==> config.mk <==
export PLATFORM = sky130hd
export DESIGN_NAME = fetch_unit_flat
export DESIGN_NICKNAME = d
export VERILOG_FILES = /design/src/rtl/fetch_unit_if.sv /design/src/rtl/fetch_unit.sv /design/src/flat_wrapper.sv
export SDC_FILE = /design/constraint.sdc
export NUM_CORES = 1
export LEC_CHECK = 0
export CORE_MARGIN = 4
export CORE_UTILIZATION = 45
export DETAILED_ROUTE_END_ITERATION = 6
export DONT_BUFFER_PORTS = 1
export GPL_TIMING_DRIVEN = 0
export HOLD_SLACK_MARGIN = 0.02
export PLACE_DENSITY_LB_ADDON = 0.12
export SLEW_MARGIN = 20
export SYNTH_ARGS = -nofsm -noshare
export SYNTH_HDL_FRONTEND = slang
export SYNTH_SLANG_ARGS = --single-unit
export TNS_END_PERCENT = 30
==> constraint.sdc <==
create_clock -name clk -period 4.95 [get_ports clk]
set_input_delay 1.485 -clock clk [delete_from_list [all_inputs] [get_ports clk]]
set_output_delay 1.485 -clock clk [all_outputs]
set_load 0.01 [all_outputs]
==> src/rtl/fetch_unit_if.sv <==
// fetch_unit_if: instruction-memory req/ack fetch bus
//   req   : fetch request, held until ack
//   addr  : fetch address
//   ack   : rdata valid this cycle
//   rdata : instruction word
interface fetch_unit_if;
    logic        req;
    logic [31:0] addr;
    logic        ack;
    logic [31:0] rdata;
    modport master (output req, addr, input ack, rdata);
    modport slave  (input req, addr, output ack, rdata);
endinterface

==> src/rtl/fetch_unit.sv <==
// fetch_unit: MIPS fetch stage; optional PC_MISALIGN_TRAP_EN halts on misaligned targets
//   clk, rst_n    : clock, async active-low reset
//   im            : instruction-memory fetch bus (master side)
//   next_pc_sel   : 00 pc+4, 01 branch, 10 jump, 11 jump register
//   stall         : hold the instruction in EXEC
//   jr_addr       : jump-register target
//   pc, instr     : current PC and latched instruction
//   opcode, funct : instr[31:26], instr[5:0]
//   instr_valid   : instr is executing
//   retired       : completed-instruction count
//   misalign      : sticky misaligned-target flag
module fetch_unit #(
    parameter logic [31:0] RESET_PC = 32'h0000_0000
) (
    input  logic        clk,
    input  logic        rst_n,
    fetch_unit_if.master im,
    input  logic [1:0]  next_pc_sel,
    input  logic        stall,
    input  logic [31:0] jr_addr,
    output logic [31:0] pc,
    output logic [31:0] instr,
    output logic [5:0]  opcode,
    output logic [5:0]  funct,
    output logic        instr_valid,
    output logic [31:0] retired,
    output logic        misalign
);
    typedef enum logic [1:0] {IDLE, FETCH, EXEC, HALT} state_t;
    state_t state, state_nxt;
    logic [31:0] p4, npc_raw, npc;
    logic bad, exit_exec;
    assign p4 = pc + 32'd4;
    assign npc_raw = next_pc_sel == 2'b00 ? p4 :
                     next_pc_sel == 2'b01 ? p4 + {{14{instr[15]}}, instr[15:0], 2'b00} :
                     next_pc_sel == 2'b10 ? {p4[31:28], instr[25:0], 2'b00} : jr_addr;
`ifdef PC_MISALIGN_TRAP_EN
    assign npc = npc_raw;
    assign bad = |npc_raw[1:0];
`else
    assign npc = npc_raw & ~32'h3;
    assign bad = 1'b0;
`endif
    assign exit_exec   = state == EXEC && !stall;
    assign im.req      = state == FETCH;
    assign im.addr     = pc;
    assign instr_valid = state == EXEC;
    assign opcode      = instr[31:26];
    assign funct       = instr[5:0];
    always_comb begin
        state_nxt = state;
        case (state)
            IDLE:    state_nxt = FETCH;
            FETCH:   state_nxt = im.ack ? EXEC : FETCH;
            EXEC:    state_nxt = stall ? EXEC : (bad ? HALT : FETCH);
            default: state_nxt = HALT;
        endcase
    end
    always_ff @(posedge clk or negedge rst_n) begin
        if (!rst_n) begin
            state   <= IDLE;
            pc      <= RESET_PC;
            instr   <= '0;
            retired <= '0;
        end else begin
            state <= state_nxt;
            if (state == FETCH && im.ack) instr <= im.rdata;
            if (exit_exec && !bad) begin
                pc      <= npc;
                retired <= retired + 32'd1;
            end
        end
    end
`ifdef PC_MISALIGN_TRAP_EN
    always_ff @(posedge clk or negedge rst_n) begin
        if (!rst_n) misalign <= 1'b0;
        else if (exit_exec && bad) misalign <= 1'b1;
    end
`else
    assign misalign = 1'b0;
`endif
endmodule
==> src/flat_wrapper.sv <==
// flat-port wrapper written by rule: the top's interface ports become plain ports
module fetch_unit_flat 
#(
    parameter logic [31:0] RESET_PC = 32'h0000_0000
)
  (clk, rst_n, next_pc_sel, stall, jr_addr, pc, instr, opcode, funct, instr_valid, retired, misalign, im_req, im_addr, im_ack, im_rdata);
  fetch_unit_if im_i ();
  input  logic clk;
  input  logic rst_n;
  input  logic [1:0] next_pc_sel;
  input  logic stall;
  input  logic [31:0] jr_addr;
  output logic [31:0] pc;
  output logic [31:0] instr;
  output logic [5:0] opcode;
  output logic [5:0] funct;
  output logic instr_valid;
  output logic [31:0] retired;
  output logic misalign;
  output wire logic [$bits(im_i.req)-1:0] im_req;
  output wire logic [$bits(im_i.addr)-1:0] im_addr;
  input wire logic [$bits(im_i.ack)-1:0] im_ack;
  input wire logic [$bits(im_i.rdata)-1:0] im_rdata;
  assign im_req = im_i.req;
  assign im_addr = im_i.addr;
  assign im_i.ack = im_ack;
  assign im_i.rdata = im_rdata;
  fetch_unit #(.RESET_PC(RESET_PC)) u_core (.clk(clk), .rst_n(rst_n), .im(im_i), .next_pc_sel(next_pc_sel), .stall(stall), .jr_addr(jr_addr), .pc(pc), .instr(instr), .opcode(opcode), .funct(funct), .instr_valid(instr_valid), .retired(retired), .misalign(misalign));
endmodule
[After elaboration in Yosys (flattened, before gate mapping)]
Cells that the tools add are included.
Storage, ports and cells
  register bits: 96
  bits of input ports: 70
  output and inout port bits: 143
  logic and storage cells: 22
Cells by class
  add/sub/neg operators: 3
  equal/unequal tests: 4
  multiplexer cells: 6
  reductions and logical operators: 5
Operators by type and width (count)
  32-bit two-way mux: 3
  32-bit by 1-bit adder with 32-bit output (second input constant): 1
  32-bit by 3-bit adder with 32-bit output (second input constant): 1
  32-bit adder: 1
  2-bit one-hot mux with 3 select lines: 1
  2-bit by 1-bit == test with 1-bit output (second input constant): 2
  2-bit == test (second input constant): 2
  2-bit zero test: 2
  2-bit two-way mux: 2
  1-bit logical AND: 2
  1-bit zero test: 1

[Logic depth before layout (Yosys ltp)]
  word-level depth: 4
  depth in mapped cells: 18
  depth with buffers taken out: 15

[Least setup slack after synthesis]
Ideal clock, no wire load.
  path kind: register to register
  start: reg u_core.pc[5], in the netlist u_core.im.addr[5]
  end: reg u_core.pc[31], in the netlist u_core.im.addr[31]
  setup time: 122 ps
  data arrival time: 3515 ps
  data required time: 4828 ps
  setup slack: 1313 ps
  stages on the path, launching flop included: 19
  clock period less this slack: 3637 ps
  cells stage by stage: dfrtp_1 buf_4 and4_4 and4_1 buf_4 and2_1 clkbuf_1 nand3_1 xnor2_1 ha_1 and4_1 nand4_1 nor2_1 o31ai_1 nor2b_1 a211oi_2 o21ai_0 a211o_1 a32o_1
Between the ends
  longest elaborated chain between the ends: 4
  elaborated cells on any way between the ends: 5
  those cells by class: add/sub: 2; mux: 3
RTL lines
  start: declaration: line fetch_unit.sv:21  | output logic [31:0] pc,
  start signal: assignment: line fetch_unit.sv:69  | pc <= npc;
  32-bit by 3-bit adder with 32-bit output (*): line fetch_unit.sv:33  | assign p4 = pc + 32'd4;
  32-bit adder or 32-bit two-way mux (tied branches): line fetch_unit.sv:35, fetch_unit.sv:36
  32-bit two-way mux: line fetch_unit.sv:35  | next_pc_sel == 2'b01 ? p4 + {{14{instr[15]}}, instr[15:0], 2'b00} :
  32-bit two-way mux (*): line fetch_unit.sv:34  | assign npc_raw = next_pc_sel == 2'b00 ? p4 :
Every way passes the cells marked *; elsewhere a longest branch is shown, timed or not.
A chain may end at the register's enable or synchronous reset.

[Worst setup path after layout]
  start: reg u_core.pc[4], in the netlist u_core.im.addr[4]
  end: reg u_core.pc[24], in the netlist u_core.im.addr[24]
Between the ends
  longest elaborated chain between the ends: 4
RTL lines (line)
  32-bit by 3-bit adder with 32-bit output (*): fetch_unit.sv:33
  32-bit adder: fetch_unit.sv:35
  32-bit two-way mux: fetch_unit.sv:35
  32-bit two-way mux (*): fetch_unit.sv:34
Marks and branches as above.

==> results.toml <==
[run_status]
outcome = "complete, no violations"

[global_routing]
antenna_found_initial = 2
grt_pass1_vias = 5842
grt_usage = 0.243
overflow = 0
grt_pass1_wl_mm = 33.5
grt_start_max_net_pins = 97

[synthesis]
synthCells = 733
synth_edf_count = 0
syn_area_sq_um = 7010
ys_seq_elements = 96
synthFlopType = "dfrtp_1"
synth-async-reset-ratio = 1.00
synth_cell_types = 70
yosysWarnings = 0
syn_area_per_cell_sq_um = 9.56
ys_seq_area_frac = 0.343

[timing]
period_needed_ps = 4580
worstMarginPinSlew_ps = 983
report.final.slew_viol_count = 0
layout_setup_ws_ps = 370
tns_ps = 0
clock.fmax_ghz = 0.218
finalClockSkew_ps = 5.61
setup_viol = 0
hold_viol = 0
relSlewSlack = 0.345
rsz0062_at_grt = "no"
post-route-period-util = 0.925

[routing]
wl_mm = 21.4
drt_pre_antenna_iters = 5
route.detailed.drc = 0
num_vias = 5681
avgViaCountPerCell = 5.89
wire_per_inst_um = 22.2
drtAntennaViolNets = 0
drtIter0Drc = 405

[power_and_ir_drop]
ir_drop_mv = 0.310
p_switching_mw = 2.56
pwr-share-comb = 0.560
p_int_mw = 2.81
p_total_mw = 5.37
switching_share = 0.477
pwr-share-seq = 0.307
power_per_cell_area_nw_per_um2 = 707
clkPwrFrac = 0.133
p_leak_nw = 3.44

[worst_setup_path]
max_stage_delay_ps = 770
cp_data_arrival_time_ps = 4800
crit_path_top_delay_cell = "a311oi_1"
path_class = "reg -> reg"
crit_chain = "buf_2 -> and3_1 -> and4_1 -> buf_4 -> xor2_1 -> ha_1 -> and4_4 -> a21o_1 -> a311oi_1 -> o211ai_2 -> a211oi_2 -> o21ai_0 -> xor2_1 -> o221ai_1 -> o21ai_0"
path_buf_inv = 2
crit_fanout = 8
worst_setup_path_end_kind = "flip-flop"
cpLargestDelayFamily = "compound AO/OA/AOI/OAI gates"
rrSetupSlack_ps = 370
crit_path_start_kind = "flip-flop"
required_ps = 5170

[final_layout]
mostFrequentLayoutCell = "dfrtp_1"
area_growth_pct = 8.26
layout_common_cells = "dfrtp_1, nand2_1, xnor2_1, buf_4, a21oi_1"
fin_nets = 857
drive_gt1_frac = 0.171

[floorplan]
io_pins = 213
rows = 45
fp.dieH_um = 133
coreArea_sq_um = 15300
die_w_um = 133
initial_utilization = 0.459
dieArea_sq_um = 17600

[cts]
cts-buffers-inserted = 9
cts_resized = 0
cts.sinks = 96
postCtsSetupBuffers = 0
root_buffer = "clkbuf_16"
cts_tree = "done"
clockBufferDepth = 2
cts_max_level = 3
cts_hold_buf = 0
path_clk_slew_ps = 80
clk_latency_ps = 360

[place]
pre_cts_slack_ps = 492
dp_hpwl_mm = 16.5
port-buffer-count = 0
gp_congestion = 0.936

[job]
cap_violations = 0

[worst_hold_path]
hold_path_class = "reg -> reg"
[area by class of cell]
type,instances,area (sq um)
Buffer,76,472
Inverter,6,22.5
Clock buffer,9,225
Antenna cell,1,2.50
Multi-Input combinational cell,559,4130
Fill cell,1467,7670
Sequential cell,96,2400
Tap cell,211,264
Clock inverter,7,72.6
[path summary, 6_finish.rpt]
kind	from	end	depth (start not counted)
setup / recovery	u_core.im.addr[4]$_DFFE_PN0P_	u_core.im.addr[24]$_DFFE_PN0P_	15
hold / removal	u_core.retired[31]$_DFFE_PN0P_	u_core.retired[31]$_DFFE_PN0P_	1
setup reg to reg	u_core.im.addr[4]$_DFFE_PN0P_	u_core.im.addr[24]$_DFFE_PN0P_	15
hold reg to reg	u_core.retired[31]$_DFFE_PN0P_	u_core.retired[31]$_DFFE_PN0P_	1
max in group asynchronous	rst_n	u_core.im.addr[31]$_DFFE_PN0P_	0
min in group asynchronous	rst_n	u_core.instr[4]$_DFFE_PN0P_	0
[cell usage after synthesis, types with 2 or more instances]
cell type	instances	area, sq um
mux2i_1	15	150
a211oi_2	3	37.5
nand2b_1	4	25.0
and4_1	14	123
xor2_1	30	263
mux2_2	33	372
ha_1	38	475
nand3_1	35	175
a211oi_1	2	15.0
o221ai_1	2	17.5
buf_4	49	368
clkbuf_1	15	56.3
nand4_1	11	68.8
nor3_1	8	40.0
buf_1	10	37.5
o21a_1	5	37.5
a21oi_1	46	230
o21bai_1	2	15.0
o31ai_1	2	15.0
nand2_1	81	304
a311oi_1	3	26.3
inv_1	6	22.5
dfrtp_1	96	2400
xnor2_1	53	464
and3_1	10	62.6
and4_4	2	22.5
nor2b_1	6	37.5
nor4_1	2	12.5
buf_2	2	10.0
a32oi_1	4	35.0
nor2_1	39	146
nand3b_1	2	15.0
o22ai_1	6	37.5
and2_1	9	56.3
a21o_1	18	135
o21ai_0	25	125
mux4_2	12	270
[cell families after synthesis]
kind of cell / share of synthesized area
AO/OA/AOI/OAI: 0.130
XOR/XNOR: 0.104
adder cells (fa/ha/maj): 0.0707
buffers and inverters: 0.0705
flip-flops: 0.343
multiplexers: 0.115
other: 0.000535
AND/OR/NAND/NOR: 0.167
[state kept, by name, indices dropped and copies added (netlist names)]
name / cells
u_core.instr: 32
u_core.retired: 32
u_core.im.addr: 30
u_core.state: 2
[power by group through the flow]
stage               sequential, mW  combinational (mW)  clock (mW)
finish                        1.65                3.00       0.713
global placement              1.66                2.90           0
detailed placement            1.66                2.95           0
CTS                           1.65                2.98       0.730
global route                  1.69                3.33       0.761
floorplan                     1.47                2.42           0
[stage by stage]
stage	utilization	hold slack [ps]	instance area, sq um	instances
finish	0.497	536	7590	965
global route	0.497	566	7590	965
CTS	0.497	541	7590	964
detailed placement	0.478	526	7290	948
global placement	0.478	529	7290	948
floorplan	-	504	7030	737
[per-layer routing]
metal  wire [um]  global-route usage  vias up
li1            -                   -     2613
met1        8850               0.309     2768
met2       10200               0.392      256
met3        1880              0.0734       42
met4         550              0.0849        2
met5          15                   0        -
Power figures use the tool's default switching activity.
